File: src/rtl/mult_seq.sv
// Sequential shift-add multiplier: one multiplier bit per clock, unsigned or
// two's-complement per operation, valid/ready handshakes on both sides.
module mult_seq #(
   parameter int WIDTH = 8
) (
   input  logic                 clk,
   input  logic                 rst_n,
   input  logic                 in_valid,
   output logic                 in_ready,
   input  logic [WIDTH-1:0]     a,
   input  logic [WIDTH-1:0]     b,
   input  logic                 sgn,
   output logic                 out_valid,
   input  logic                 out_ready,
   output logic [2*WIDTH-1:0]   x,
   output logic                 busy
);

   localparam int PW = 2 * WIDTH;
   localparam int CW = (WIDTH > 2) ? $clog2(WIDTH) : 1;

   typedef enum logic [1:0] {IDLE, CALC, DONE} state_t;

   state_t           state_q, state_d;
   logic [PW-1:0]    acc_q, mcand_q, acc_sum;
   logic [WIDTH-1:0] mplier_q, a_mag, b_mag;
   logic [CW-1:0]    count_q;
   logic             neg_q, last;

   // Handshakes: a transfer happens on a rising clk edge where valid and ready
   // are both high; valid never drops and x never changes before that edge.
   always_ff @(posedge clk or negedge rst_n) begin
      if (!rst_n) state_q <= IDLE;
      else        state_q <= state_d;
   end

   assign last = (count_q == CW'(WIDTH - 1));

   always_comb begin
      state_d  = state_q;
      in_ready = 1'b0;
      busy     = 1'b0;
      case (state_q)
         IDLE: begin
            in_ready = 1'b1;
            if (in_valid) state_d = CALC;
         end
         CALC: begin
            busy = 1'b1;
            if (last) state_d = DONE;
         end
         DONE: begin
            busy = 1'b1;
            if (out_ready) state_d = IDLE;
         end
         default: state_d = IDLE;
      endcase
   end

   // Magnitudes as W-bit unsigned; the most negative value maps to 2^(W-1).
   assign a_mag   = (sgn && a[WIDTH-1]) ? (~a + WIDTH'(1)) : a;
   assign b_mag   = (sgn && b[WIDTH-1]) ? (~b + WIDTH'(1)) : b;
   assign acc_sum = mplier_q[0] ? (acc_q + mcand_q) : acc_q;

   always_ff @(posedge clk or negedge rst_n) begin
      if (!rst_n) begin
         acc_q     <= '0;
         mcand_q   <= '0;
         mplier_q  <= '0;
         count_q   <= '0;
         neg_q     <= 1'b0;
         x         <= '0;
         out_valid <= 1'b0;
      end else begin
         case (state_q)
            IDLE: begin
               if (in_valid) begin
                  mcand_q  <= {{WIDTH{1'b0}}, a_mag};
                  mplier_q <= b_mag;
                  acc_q    <= '0;
                  count_q  <= '0;
                  neg_q    <= sgn & (a[WIDTH-1] ^ b[WIDTH-1]);
               end
            end
            CALC: begin
               acc_q    <= acc_sum;
               mcand_q  <= mcand_q << 1;
               mplier_q <= mplier_q >> 1;
               count_q  <= count_q + CW'(1);
               if (last) begin
                  x         <= neg_q ? (~acc_sum + PW'(1)) : acc_sum;
                  out_valid <= 1'b1;
               end
            end
            DONE: begin
               if (out_ready) out_valid <= 1'b0;
            end
            default: out_valid <= 1'b0;
         endcase
      end
   end

endmodule

File: config.mk
export PLATFORM = sky130hd
export DESIGN_NAME = mult_seq
export DESIGN_NICKNAME = d
export VERILOG_FILES = /design/src/rtl/mult_seq.sv
export SDC_FILE = /design/constraint.sdc
export NUM_CORES = 1
export LEC_CHECK = 0
export CAP_MARGIN = 20
export CORE_UTILIZATION = 33
export CTS_BUF_LIST = sky130_fd_sc_hd__clkbuf_8
export DETAILED_ROUTE_END_ITERATION = 8
export GPL_ROUTABILITY_DRIVEN = 0
export PLACE_DENSITY_LB_ADDON = 0.3
export REMOVE_ABC_BUFFERS = 1
export SYNTH_ARGS = -nofsm -noshare
export SYNTH_HDL_FRONTEND = slang
export SYNTH_SLANG_ARGS = --single-unit
File: constraint.sdc
create_clock -name clk -period 3.15 [get_ports clk]
set_clock_uncertainty 0.15 [all_clocks]
set_input_delay 0.945 -clock clk [delete_from_list [all_inputs] [get_ports clk]]
set_output_delay 0.945 -clock clk [all_outputs]
set_load 0.005 [all_outputs]
==> metrics.cfg <==
[timing]
max_clock_freq_mhz = 322
fin_crit_sh_pct = 98.6
finalSetupViolCount = 0
worst_pin_slew_ns = 0.786
setup_slack_ns = 0.0451
slew_violations = 0
rsz0062_at_grt = yes
finalHoldViolCount = 0
slew_headroom_pct = 47.6
min_period_ns = 3.10

[worst_setup_path]
startpoint_type = flop
reg2reg_slack_ns = 0.05
crit_top_cell = a31o_1
cp-end-kind = flop
worstPathMaxFanout = 4
path_buf_inv = 0
path_class = reg2reg
crit_family = compound AO/OA/AOI/OAI gates
slowest_stage = dfrtp_2
cpPeakStageDelay_ns = 0.43
path_cells = ha_4 > a21o_1 > a31o_1 > or3_4 > o2111ai_4 > o221ai_4 > a211o_1 > o41ai_4 > a31o_1 > o21ai_1
crit_required_ns = 3.23
arrival_ns = 3.19

[die]
core_region_area_um2 = 12100
die_w_um = 114
die_area_um2 = 13000
io_pins = 40
row_count = 40
die_h_um = 114
initial_utilization_pct = 34.3

[grt]
grt_pass1_vias = 3373
grt_max_degree = 39
grt_use_total_pct = 15.7
overflow = 0
grt_pass1_wl_um = 16300
antenna_found_initial = 0

[layout]
diodes = 0
areaGrowthSynthToFinish_pct = 26.3
design_area_um2 = 5240
drive_gt1_share_pct = 13.8
nets = 576

[synthesis]
async_reset_ff_share_pct = 100
synth_top_area_cell = dfrtp_1
synthXorXnorAreaFrac_pct = 5.06
ys_seq_elements = 63
ys_top_cells_by_area = dfrtp_1, ha_1, nand2_1
yosysMostFrequentCell = nand2_1
avgSynthCellArea_um2 = 8.79
synth_top_cell_area_share_pct = 38.0
syn_inst = 472
yosys-top-cells-count = nand2_1, dfrtp_1, o21ai_0, a21oi_1, ha_1
synthSimpleGateAreaFrac_pct = 17.6
synth_area_um2 = 4150
synth-seq-area-share_pct = 38.0
synth_edf_count = 0
synth_compound_area_share_pct = 26.5
synth.mux.area_fraction_pct = 2.26
yosysWarnings = 0
ys.flop_type = dfrtp_1
synth-adder-area-share_pct = 7.42
synth_cell_types = 61
synth_top_family_by_area = compound AO/OA/AOI/OAI gates

[place]
place_ws_ns = 0.0173
dpl_cell_area_um2 = 4840
io_buffers = 39
dp_hpwl_um = 7010

[routing]
drtIter0Drc = 188
totalWireLength_um = 9820
ant_nets = 0
detail_route.first_pass.iterations = 5
drc = 0
wl_per_cell_um = 14.0
routed-via-count = 3578
viasPerCell = 5.08

[run]
drv_cap = 0

[power]
p_switching_mw = 2.01
internal-power_mw = 2.75
ir_worst_vdd_uv = 381
combPwrFrac_pct = 55.5
p_seq_share_pct = 27.6
p_per_area_nw_per_um2 = 908
p_leak_nw = 2.32
p_clk_share_pct = 16.9
p_sw_share_pct = 42.2

[clock_network]
cts_tree = yes
clk_latency_ns = 0.34
clk_pin_slew_worst_paths_ns = 0.07
cts_buffers = 9
clockBufferDepth = 2
cts_htree_levels = 3
ctsHoldBuffers = 0
root_buffer = clkbuf_8
cts.sinks = 63

[outcome]
status = completed

[hold_path]
hold_class = reg2reg

-- metal layers --
metal / global-route usage [%] / wire length, um
met1: 21.6 / 4910
met2: 25.0 / 4460
met3: 2.75 / 342
met4: 5.28 / 114
met5: 0 / 0
-- path summary, 6_finish.rpt --
path	start	endpoint	depth (start not counted)
worst min-delay path	x[7]$_DFFE_PN0P_	x[7]$_DFFE_PN0P_	2
worst min register to register	x[7]$_DFFE_PN0P_	x[7]$_DFFE_PN0P_	2
max in group asynchronous	rst_n	acc_q[9]$_DFFE_PN0P_	2
min in group asynchronous	rst_n	out_valid$_DFFE_PN0P_	1
worst max-delay path	mcand_q[6]$_DFFE_PN0P_	x[15]$_DFFE_PN0P_	10
worst max register to register	mcand_q[6]$_DFFE_PN0P_	x[15]$_DFFE_PN0P_	10
-- per-stage QoR --
step,TNS (ns),std cells,total power [mW],hold slack [ns],util (%)
2_1_floorplan,-10.30,450,2.98,0.300,-
3_3_place_gp,0,676,3.78,0.311,40.0
3_5_place_dp,0,676,3.82,0.321,40.0
4_1_cts,0,692,4.65,0.338,41.8
5_1_grt,-0.0804,704,5.18,0.365,43.3
6_report,0,704,4.76,0.329,43.3
-- final cells by class --
| class | count | area [um2] |
|---|---|---|
| Inverter | 13 | 48.8 |
| Multi-Input combinational cell | 374 | 2540 |
| Clock buffer | 11 | 151 |
| Sequential cell | 63 | 1580 |
| Fill cell | 1239 | 6870 |
| Timing Repair Buffer | 70 | 643 |
| Clock inverter | 5 | 72.6 |
| Tap cell | 168 | 210 |
-- tightest hold or removal path: stages (launching register included) --
cell	delay [ns]
dfrtp_1	0.34
nand2_1	0.04
o21ai_0	0.06
-- placed cells by master, fill, tap and decap left out, types with 3 or more instances in the layout --
| cell | instances |
|---|---|
| buf_4 | 29 |
| or3_1 | 8 |
| nor2_1 | 20 |
| nand4_1 | 3 |
| dfrtp_1 | 62 |
| o21ai_0 | 51 |
| and3_1 | 5 |
| nand3_1 | 11 |
| ha_1 | 19 |
| o21a_1 | 3 |
| ha_4 | 3 |
| xnor2_1 | 18 |
| clkdlybuf4s50_1 | 38 |
| a21o_1 | 10 |
| inv_1 | 15 |
| a22o_1 | 13 |
| o21ai_1 | 5 |
| mux2_2 | 3 |
| nor2b_1 | 5 |
| nand2b_1 | 8 |
| nand2_1 | 74 |
| clkbuf_8 | 11 |
| a21oi_1 | 42 |
| o31ai_1 | 3 |
| mux2i_1 | 6 |
| a31o_1 | 3 |
| nor3_1 | 9 |
| xor2_1 | 5 |
| and2_1 | 3 |
-- power by group through the flow --
| stage | Clock [mW] | Sequential [mW] | Combinational [mW] |
|---|---|---|---|
| after floorplan | 0 | 1.28 | 1.71 |
| after CTS | 0.828 | 1.30 | 2.52 |
| after detailed placement | 0 | 1.31 | 2.51 |
| after global routing | 0.860 | 1.35 | 2.97 |
| after global placement | 0 | 1.30 | 2.47 |
| final | 0.807 | 1.31 | 2.64 |
-- state kept, by name, indices dropped and copies added (netlist names) --
signal	flops
out_valid	1
count_q	3
x	16
mcand_q	16
acc_q	16
neg_q	1
mplier_q	8
state_q	2
-- cell families after synthesis --
logic type / Yosys count
buffers and inverters: 35
muxes: 9
adders and majority gates: 24
AOI/OAI and AO/OA: 162
xor gates and xnor gates: 24
DFF: 63
and+or+nand+nor: 155
-- timing repair --
item | in CTS | in global routing
hold endpoints to repair | 0 | 0
buffers inserted | 0 | 12
endpoints found under the setup margin | 0 | 5
resized for setup | 0 | 12
Note: power is estimated with default switching activity, not from simulation.
